--- src/rtl/dual_issue_hazard_ctrl_pkg.sv ---
// Shared encodings for the dual-issue hazard controller: hazard/forward codes
// and issue FSM states.
package dual_issue_hazard_ctrl_pkg;

  typedef enum logic [3:0] {
    A_STALL      = 4'd0,
    B_STALL      = 4'd1,
    STALL_FROM_A = 4'd2,
    STALL_FROM_B = 4'd3,
    EX_MEM_A     = 4'd4,
    EX_MEM_B     = 4'd5,
    MEM_WB_A     = 4'd6,
    MEM_WB_B     = 4'd7,
    FORW_FROM_A  = 4'd8,
    NONE_h       = 4'd9
  } hazard_signal_t;

  typedef enum logic [1:0] {
    RUN       = 2'd0,
    LOAD_WAIT = 2'd1,
    SPLIT     = 2'd2
  } issue_state_t;

  // Waveform helper: codes outside the defined range decode as NONE_h.
  function automatic hazard_signal_t slv_to_hazE(input logic [3:0] v);
    return (v > 4'd9) ? NONE_h : hazard_signal_t'(v);
  endfunction

endpackage

--- src/rtl/dual_issue_hazard_ctrl_fwd_sel.sv ---
// Single-operand forwarding priority comparator; also flags a load-use match
// against the EX stage.
module dual_issue_hazard_ctrl_fwd_sel
  import dual_issue_hazard_ctrl_pkg::*;
#(
  parameter int REG_AW = 5
) (
  input  logic              use_i,
  input  logic [REG_AW-1:0] rs_i,
  input  logic [REG_AW-1:0] ex_rd_a_i,
  input  logic [REG_AW-1:0] ex_rd_b_i,
  input  logic [REG_AW-1:0] mem_rd_a_i,
  input  logic [REG_AW-1:0] mem_rd_b_i,
  input  logic              ex_regwrite_a_i,
  input  logic              ex_regwrite_b_i,
  input  logic              mem_regwrite_a_i,
  input  logic              mem_regwrite_b_i,
  input  logic              ex_memread_a_i,
  input  logic              ex_memread_b_i,
  output hazard_signal_t    sel_o,
  output logic              load_use_o
);

  logic live;
  logic ex_a_hit, ex_b_hit, mem_a_hit, mem_b_hit;

  // x0 is never a real producer, so a zero source cannot match anything.
  assign live      = use_i && (rs_i != '0);
  assign ex_b_hit  = live && ex_regwrite_b_i  && (ex_rd_b_i  == rs_i);
  assign ex_a_hit  = live && ex_regwrite_a_i  && (ex_rd_a_i  == rs_i);
  assign mem_b_hit = live && mem_regwrite_b_i && (mem_rd_b_i == rs_i);
  assign mem_a_hit = live && mem_regwrite_a_i && (mem_rd_a_i == rs_i);

  assign load_use_o = (ex_b_hit && ex_memread_b_i) || (ex_a_hit && ex_memread_a_i);

  always_comb begin
    sel_o = NONE_h;
    if (ex_b_hit)       sel_o = EX_MEM_B;
    else if (ex_a_hit)  sel_o = EX_MEM_A;
    else if (mem_b_hit) sel_o = MEM_WB_B;
    else if (mem_a_hit) sel_o = MEM_WB_A;
  end

endmodule

--- src/rtl/dual_issue_hazard_ctrl.sv ---
// Dual-lane hazard/issue controller: load-use bubbles, intra-bundle split issue
// and registered forwarding selects feeding the ID/EX register.
module dual_issue_hazard_ctrl
  import dual_issue_hazard_ctrl_pkg::*;
#(
  parameter int REG_AW = 5
) (
  input  logic              clk,
  input  logic              rst_n,
  input  logic              flush,
  input  logic              id_valid_a,
  input  logic              id_valid_b,
  input  logic [REG_AW-1:0] id_rs1_a,
  input  logic [REG_AW-1:0] id_rs2_a,
  input  logic [REG_AW-1:0] id_rd_a,
  input  logic [REG_AW-1:0] id_rs1_b,
  input  logic [REG_AW-1:0] id_rs2_b,
  input  logic [REG_AW-1:0] id_rd_b,
  input  logic              id_use_rs1_a,
  input  logic              id_use_rs2_a,
  input  logic              id_use_rs1_b,
  input  logic              id_use_rs2_b,
  input  logic              id_regwrite_a,
  input  logic              id_regwrite_b,
  input  logic [REG_AW-1:0] ex_rd_a,
  input  logic [REG_AW-1:0] ex_rd_b,
  input  logic [REG_AW-1:0] mem_rd_a,
  input  logic [REG_AW-1:0] mem_rd_b,
  input  logic              ex_regwrite_a,
  input  logic              ex_regwrite_b,
  input  logic              mem_regwrite_a,
  input  logic              mem_regwrite_b,
  input  logic              ex_memread_a,
  input  logic              ex_memread_b,
  output logic              hold_id,
  output logic              issue_a,
  output logic              issue_b,
  output hazard_signal_t    hz_a,
  output hazard_signal_t    hz_b,
  output hazard_signal_t    fwd_rs1_a,
  output hazard_signal_t    fwd_rs2_a,
  output hazard_signal_t    fwd_rs1_b,
  output hazard_signal_t    fwd_rs2_b
);

  issue_state_t   state_q, state_d;
  logic           issue_a_q, issue_a_d, issue_b_q, issue_b_d;
  hazard_signal_t hz_a_q, hz_a_d, hz_b_q, hz_b_d;
  hazard_signal_t fwd_rs1_a_q, fwd_rs1_a_d, fwd_rs2_a_q, fwd_rs2_a_d;
  hazard_signal_t fwd_rs1_b_q, fwd_rs1_b_d, fwd_rs2_b_q, fwd_rs2_b_d;
  logic           hold_d;

  logic [REG_AW-1:0] op_rs  [4];
  logic              op_use [4];
  hazard_signal_t    op_sel [4];
  logic              op_lu  [4];
  logic              lu_a, lu_b, intra;
  logic              unused_b_dest;

  // Lane B's own destination only matters once it reaches EX/MEM.
  assign unused_b_dest = ^{id_rd_b, id_regwrite_b};

  assign op_rs[0]  = id_rs1_a;
  assign op_rs[1]  = id_rs2_a;
  assign op_rs[2]  = id_rs1_b;
  assign op_rs[3]  = id_rs2_b;
  assign op_use[0] = id_valid_a && id_use_rs1_a;
  assign op_use[1] = id_valid_a && id_use_rs2_a;
  assign op_use[2] = id_valid_b && id_use_rs1_b;
  assign op_use[3] = id_valid_b && id_use_rs2_b;

  for (genvar g = 0; g < 4; g++) begin : g_fwd
    dual_issue_hazard_ctrl_fwd_sel #(.REG_AW(REG_AW)) u_fwd_sel (
      .use_i            (op_use[g]),
      .rs_i             (op_rs[g]),
      .ex_rd_a_i        (ex_rd_a),
      .ex_rd_b_i        (ex_rd_b),
      .mem_rd_a_i       (mem_rd_a),
      .mem_rd_b_i       (mem_rd_b),
      .ex_regwrite_a_i  (ex_regwrite_a),
      .ex_regwrite_b_i  (ex_regwrite_b),
      .mem_regwrite_a_i (mem_regwrite_a),
      .mem_regwrite_b_i (mem_regwrite_b),
      .ex_memread_a_i   (ex_memread_a),
      .ex_memread_b_i   (ex_memread_b),
      .sel_o            (op_sel[g]),
      .load_use_o       (op_lu[g])
    );
  end

  assign lu_a  = op_lu[0] || op_lu[1];
  assign lu_b  = op_lu[2] || op_lu[3];
  assign intra = id_valid_a && id_valid_b && id_regwrite_a && (id_rd_a != '0) &&
                 ((op_use[2] && (id_rs1_b == id_rd_a)) || (op_use[3] && (id_rs2_b == id_rd_a)));

  always_comb begin
    state_d     = state_q;
    issue_a_d   = 1'b0;
    issue_b_d   = 1'b0;
    hz_a_d      = NONE_h;
    hz_b_d      = NONE_h;
    fwd_rs1_a_d = NONE_h;
    fwd_rs2_a_d = NONE_h;
    fwd_rs1_b_d = NONE_h;
    fwd_rs2_b_d = NONE_h;
    hold_d      = 1'b0;
    if (flush) begin
      state_d = RUN;
    end else begin
      case (state_q)
        SPLIT: begin
          if (lu_b) begin
            hz_b_d = B_STALL;
            hold_d = 1'b1;
          end else begin
            issue_b_d   = id_valid_b;
            hz_b_d      = id_valid_b ? FORW_FROM_A : NONE_h;
            fwd_rs1_b_d = op_sel[2];
            fwd_rs2_b_d = op_sel[3];
            state_d     = RUN;
          end
        end
        default: begin
          // LOAD_WAIT re-evaluates the held bundle exactly as RUN does.
          if (lu_a || lu_b) begin
            hz_a_d  = lu_a ? A_STALL : NONE_h;
            hz_b_d  = lu_b ? B_STALL : NONE_h;
            hold_d  = 1'b1;
            state_d = LOAD_WAIT;
          end else if (intra) begin
            issue_a_d   = 1'b1;
            fwd_rs1_a_d = op_sel[0];
            fwd_rs2_a_d = op_sel[1];
            hz_b_d      = STALL_FROM_A;
            hold_d      = 1'b1;
            state_d     = SPLIT;
          end else begin
            issue_a_d   = id_valid_a;
            issue_b_d   = id_valid_b;
            fwd_rs1_a_d = op_sel[0];
            fwd_rs2_a_d = op_sel[1];
            fwd_rs1_b_d = op_sel[2];
            fwd_rs2_b_d = op_sel[3];
            state_d     = RUN;
          end
        end
      endcase
    end
  end

  assign hold_id = rst_n && hold_d;

  always_ff @(posedge clk) begin
    if (!rst_n) begin
      state_q     <= RUN;
      issue_a_q   <= 1'b0;
      issue_b_q   <= 1'b0;
      hz_a_q      <= NONE_h;
      hz_b_q      <= NONE_h;
      fwd_rs1_a_q <= NONE_h;
      fwd_rs2_a_q <= NONE_h;
      fwd_rs1_b_q <= NONE_h;
      fwd_rs2_b_q <= NONE_h;
    end else begin
      state_q     <= state_d;
      issue_a_q   <= issue_a_d;
      issue_b_q   <= issue_b_d;
      hz_a_q      <= hz_a_d;
      hz_b_q      <= hz_b_d;
      fwd_rs1_a_q <= fwd_rs1_a_d;
      fwd_rs2_a_q <= fwd_rs2_a_d;
      fwd_rs1_b_q <= fwd_rs1_b_d;
      fwd_rs2_b_q <= fwd_rs2_b_d;
    end
  end

  assign issue_a   = issue_a_q;
  assign issue_b   = issue_b_q;
  assign hz_a      = hz_a_q;
  assign hz_b      = hz_b_q;
  assign fwd_rs1_a = fwd_rs1_a_q;
  assign fwd_rs2_a = fwd_rs2_a_q;
  assign fwd_rs1_b = fwd_rs1_b_q;
  assign fwd_rs2_b = fwd_rs2_b_q;

endmodule
--- config.mk ---
export PLATFORM = sky130hd
export DESIGN_NAME = dual_issue_hazard_ctrl
export DESIGN_NICKNAME = d
export VERILOG_FILES = /design/src/rtl/dual_issue_hazard_ctrl_pkg.sv /design/src/rtl/dual_issue_hazard_ctrl_fwd_sel.sv /design/src/rtl/dual_issue_hazard_ctrl.sv
export SDC_FILE = /design/constraint.sdc
export NUM_CORES = 1
export LEC_CHECK = 0
export ABC_AREA = 1
export CAP_MARGIN = 20
export CORE_ASPECT_RATIO = 0.6
export CORE_MARGIN = 3
export CORE_UTILIZATION = 42
export DETAILED_ROUTE_END_ITERATION = 8
export PLACE_DENSITY = 0.8
export SLEW_MARGIN = 20
export SYNTH_ARGS = -nofsm -noshare
export SYNTH_HDL_FRONTEND = slang
export SYNTH_SLANG_ARGS = --single-unit
--- constraint.sdc ---
create_clock -name clk -period 2.2 [get_ports clk]
set_input_delay 0.66 -clock clk [delete_from_list [all_inputs] [get_ports clk]]
set_output_delay 0.66 -clock clk [all_outputs]
set_load 0.03 [all_outputs]
**Word level (Yosys, flattened, before mapping)**

Cells that the tools add are included.

- Multiplexer cells: 45
- Reductions and logical operators: 75
- Bitwise gates (word level): 2
- Equality and inequality tests: 20

Operator list:

| cell | number |
|---|---|
| two-way mux 4 bit | 30 |
| equality test 5 bit | 18 |
| logical AND 1 bit | 55 |
| nonzero test 5 bit | 5 |
| OR reduction 6 bit | 2 |
| two-way mux 1 bit | 11 |
| OR reduction 5 bit | 2 |
| logical OR 1 bit | 8 |
| two-way mux 2 bit | 4 |
| OR reduction 4 bit | 2 |
| equality test 2 bit (second input constant) | 1 |
| inequality test 2 bit (second input constant) | 1 |
| NOT 1 bit | 2 |
| OR reduction 2 bit | 1 |

- Bits of input ports: 67
- Register bits after elaboration: 28
- Logic and storage cells: 155
- Output and inout bits: 27

**Longest topological paths before layout**

- Depth after elaboration: 12
- Depth in mapped cells: 15

**By module**

From an unflattened synthesis, not the netlist that was laid out.

- Cell total of the unflattened synthesis: 634
- Area, all modules: 3,072.9 um^2

Modules (own cells, without submodules):

| module | instances | area each (um^2) | cells an instance |
|---|---|---|---|
| dual_issue_hazard_ctrl_fwd_sel | 4 | 505.5 | 120 |
| dual_issue_hazard_ctrl | 1 | 1,051.0 | 154 |

**Worst setup path before layout**

No wires, ideal clock.

- Path type: input to output
- Start point: in id_rs1_b[1]
- End point: out hold_id
- Cell stages on the path: 10
- Arrival time: 2.050 ns
- Data required time: 1.540 ns
- Path buffers: 1
- Path slack: -0.510 ns
- Cell sequence: buf_4 > inv_2 > nor2_1 > nor3_1 > nand3_2 > nand2_1 > nand2_2 > nand2_4 > o21ai_0 > a21oi_1

- Word-level cells in the longest chain between the ends: 12

Ends and longest elaborated chain:

| element | line | text |
|---|---|---|
| start: declaration | dual_issue_hazard_ctrl.sv:16 | `input logic [REG_AW-1:0] id_rs1_b,` |
| nonzero test 5 bit | dual_issue_hazard_ctrl_fwd_sel.sv:28 | `assign live = use_i && (rs_i != '0);` |
| logical AND 1 bit | dual_issue_hazard_ctrl_fwd_sel.sv:28 |  |
| logical AND 1 bit (on tied branches) (2 in a row) | dual_issue_hazard_ctrl_fwd_sel.sv:29, dual_issue_hazard_ctrl_fwd_sel.sv:30 |  |
| logical AND 1 bit | dual_issue_hazard_ctrl_fwd_sel.sv:34 | `assign load_use_o = (ex_b_hit && ex_memread_b_i) \|\| (ex_a_hit && ex_memread_a_i);` |
| logical OR 1 bit | dual_issue_hazard_ctrl_fwd_sel.sv:34 |  |
| logical OR 1 bit | dual_issue_hazard_ctrl.sv:92 | `assign lu_b = op_lu[2] \|\| op_lu[3];` |
| logical OR 1 bit | dual_issue_hazard_ctrl.sv:125 | `if (lu_a \|\| lu_b) begin` |
| two-way mux 1 bit | dual_issue_hazard_ctrl.sv:125 |  |
| two-way mux 1 bit (*) | dual_issue_hazard_ctrl.sv:110 | `case (state_q)` |
| two-way mux 1 bit (*) | dual_issue_hazard_ctrl.sv:107 | `if (flush) begin` |
| logical AND 1 bit (*) | dual_issue_hazard_ctrl.sv:151 | `assign hold_id = rst_n && hold_d;` |
| end: declaration | dual_issue_hazard_ctrl.sv:35 | `output logic hold_id,` |

Mark *: on every way between the ends. The rest lies on a longest branch, timed or not.

**Worst setup path after layout**

- Start point: in id_rs2_b[2]
- End point: out hold_id

- Word-level cells in the longest chain between the ends: 12

Ends and longest elaborated chain:

| element | line | text |
|---|---|---|
| start: declaration | dual_issue_hazard_ctrl.sv:17 | `input logic [REG_AW-1:0] id_rs2_b,` |
| nonzero test 5 bit | dual_issue_hazard_ctrl_fwd_sel.sv:28 |  |
| logical AND 1 bit | dual_issue_hazard_ctrl_fwd_sel.sv:28 |  |
| logical AND 1 bit (on tied branches) (2 in a row) | dual_issue_hazard_ctrl_fwd_sel.sv:29, dual_issue_hazard_ctrl_fwd_sel.sv:30 |  |
| logical AND 1 bit | dual_issue_hazard_ctrl_fwd_sel.sv:34 |  |
| logical OR 1 bit | dual_issue_hazard_ctrl_fwd_sel.sv:34 |  |
| logical OR 1 bit | dual_issue_hazard_ctrl.sv:92 |  |
| logical OR 1 bit | dual_issue_hazard_ctrl.sv:125 |  |
| two-way mux 1 bit | dual_issue_hazard_ctrl.sv:125 |  |
| two-way mux 1 bit (*) | dual_issue_hazard_ctrl.sv:110 |  |
| two-way mux 1 bit (*) | dual_issue_hazard_ctrl.sv:107 |  |
| logical AND 1 bit (*) | dual_issue_hazard_ctrl.sv:151 |  |

Marks and branches as above.

==> reports/metrics.csv <==
stage;metric;value;unit
place;hpwl;9480;µm
timing;layout_min_cycle_time;2720;ps
setup_path;cp-end-kind;output pin;
logic_synthesis;syn_area;2690;µm²
place;place_congestion;1.02;
floorplanning;die_h;68.0;µm
timing;slew_violations;0;
setup_path;worst-path-buf-inv;3;
min_path;hold_start;state_q[0];
setup_path;cpPeakStageDelay;200;ps
global_route;grt_overflow;0;
logic_synthesis;avgSynthCellArea;5.74;µm²
setup_path;cp_cell_sequence;buf_6 -> buf_6 -> nand2_1 -> nand2_1 -> nor3_2 -> nand3_2 -> nand2_2 -> nand2_2 -> nand2_4 -> o21ai_4 -> a21oi_4 -> buf_6;
power;ir_drop;257;µV
setup_path;r2r_setup_slack;880;ps
timing;fin_ws;-523;ps
drt;post-route-drc-count;0;
power;p_total;1570;µW
global_route;grt_pass1_vias;3903;
drt;dr.pass1.iters;6;
timing;hold_viol;0;
clocking;htree_levels;1;
cells_and_area;nFillCells;358;
setup_path;crit_family;simple AND/OR/NAND/NOR gates;
logic_synthesis;synth_cells;469;
drt;ant_nets;0;
clocking;worstSkewPairLatency;280;ps
cells_and_area;drive_gt1_share;43.3;%
setup_path;crit_type;primary input to output pin;
run_status;status;finished, violations left;
timing;setup_violations;5;
clocking;root_buffer;clkbuf_8;
clocking;numCtsBuffers;3;
timing;max_freq;367;MHz
cells_and_area;final_core_util;82.9;%
power;p_leak;0.00253;µW
clocking;cts_num_sinks;24;
clocking;cts_tree;built;
drt;vias;4151;
global_route;grt_pass1_wl;19700;µm
global_route;track_usage;34.9;%
drt;wl_per_cell;18.0;µm
floorplanning;boundaryPins;94;
logic_synthesis;ys_warn_count;0;
timing;fin_crit_sh;124;%
logic_synthesis;post_synth_num_cell_types;31;
floorplanning;core_area;5890;µm²
setup_path;required;1540;ps
setup_path;crit_top_cell;buf_6;
cells_and_area;diodes;0;
timing;whs;761;ps
timing;skew;1.68;ps
floorplanning;initial_core_util;45.8;%
logic_synthesis;seq_area_frac_synth;17.8;%
setup_path;reg2reg_depth;8;
min_path;min_path_type;flip-flop to flip-flop;
drt;drtIter0Drc;531;
timing;fin_setup_tns;-1340;ps
setup_path;cp_max_fo;4;
global_route;antenna_found_initial;0;
logic_synthesis;synth_area_leaders;nand2_1 21%, dfxtp_1 18%, inv_1 7.9%;
cells_and_area;area_growth;81.0;%
logic_synthesis;synth.largest_area_cell;nand2_1;
setup_path;r2r-end;fwd_rs1_a[0];
power;powerDensity;321;nW/µm²
run_status;violations;setup timing;
setup_path;slowest_stage;nor3_2;
global_route;grt_max_degree;15;
cells_and_area;nets;738;
clocking;clk_pin_slew;90;ps
min_path;hold_end;hz_b[0];
setup_path;cp-start-kind;primary input;
drt;vias_per_cell;5.53;
setup_path;cp_data_arrival_time;2060;ps
clocking;clk_path_buf_depth;2;
logic_synthesis;synth_top_area_share;20.6;%
min_path;hold_depth;5;
floorplanning;dieArea;7440;µm²
floorplanning;fp-row-count;21;
drt;wl;13500;µm
setup_path;rr_startpoint;state_q[1];
timing;rsz0062_at_grt;yes;
logic_synthesis;ys_ff_latch;24;
place;portBuffers;84;
setup_path;cp.depth;12;
floorplanning;die_x;109;µm
job;maxCapViolations;0;
how the worst max path moves through the flow:
stage                 startpoint      end  slack, ps
floorplan            id_rs2_b[4]  hold_id       -180
CTS                  id_rs2_b[3]  hold_id       -350
finish               id_rs2_b[2]  hold_id       -520
global placement     id_rs2_b[0]  hold_id       -900
global route        id_use_rs2_b  hold_id       -500
detailed placement   id_rs1_b[2]  hold_id       -940
routing by layer:
| layer | vias to the layer above | track usage [%] | routed length (µm) |
|---|---|---|---|
| li1 | 1855 | - | - |
| met1 | 1846 | 44.5 | 5160 |
| met2 | 362 | 56.9 | 5790 |
| met3 | 88 | 9.43 | 1870 |
| met4 | 0 | 13.2 | 713 |
| met5 | - | 0 | 0 |
logic make-up after synthesis:
group | synth area share, %
other cells | 0.139
flops | 17.8
xor+xnor | 10.1
simple gates | 45.1
buf+inv | 15.1
compound gates | 11.8
power breakdown:
part	internal, µW	switching (µW)
Sequential	437	0.813
Combinational	332	395
Clock	244	158
Total	1010	554
tightest hold or removal path, delay by kind of cell (launching register included):
family / cells / cell delay (ps)
buffers and inverters: 2 / 210
DFF: 1 / 320
and+or+nand+nor: 3 / 200
layout make-up:
class	instances	area (µm²)	area share (%)
multi-input cells	357	2090	42.8
repair buffers	214	1860	38.1
flip-flops and latches	24	480	9.85
inverters	71	277	5.67
well taps	80	100	2.05
clock buffers	3	41.3	0.847
clock inverters	1	30.0	0.616
Yosys cell counts, drive strengths merged:
master,count
nand2b,3
xnor2,9
dfxtp,24
inv,71
clkbuf,1
nand2,160
buf,18
nor2,50
o211ai,1
nand4,12
and2,2
a21oi,40
xor2,22
o22ai,6
conb,1
o21ai,10
nor3,8
o221ai,1
nand3,30
placed cells by master, fill, tap and decap left out, types with 7 or more instances in the layout:
cell type / Yosys / final
buf_4: 11 / 107
nand4_1: 12 / 12
inv_1: 57 / 40
clkdlybuf4s50_1: 0 / 39
xor2_1: 22 / 22
nand3_1: 20 / 14
nand2_2: 9 / 23
inv_2: 14 / 28
a21oi_2: 0 / 11
nor2_1: 44 / 36
buf_2: 4 / 16
dfxtp_1: 24 / 24
buf_6: 3 / 39
nand2_4: 3 / 7
nand3_2: 10 / 16
a21oi_1: 40 / 27
nand2_1: 148 / 130
nor2_2: 4 / 11
stage by stage:
step,area [µm²],std cells,setup slack (ps)
finish,4880,750,-523
global placement,4270,709,-897
floorplan,2780,471,-178
global route,4880,750,-504
CTS,4740,746,-347
detailed placement,4270,709,-945
repair_timing:
action | in CTS | in global routing
resized for setup | 249 | 42
gates cloned | 0 | 0
endpoints found under the setup margin | 24 | 15
hold buffers | 0 | 0
buffers inserted | 37 | 7
pin swaps | 51 | 29
sequential cells by signal, summed over array words and instances (netlist names):
name       cells
hz_a           1
hz_b           3
fwd_rs1_a      4
fwd_rs2_b      4
fwd_rs2_a      4
issue_b        1
issue_a        1
fwd_rs1_b      4
state_q        2
(Power assumes the default switching activity.)
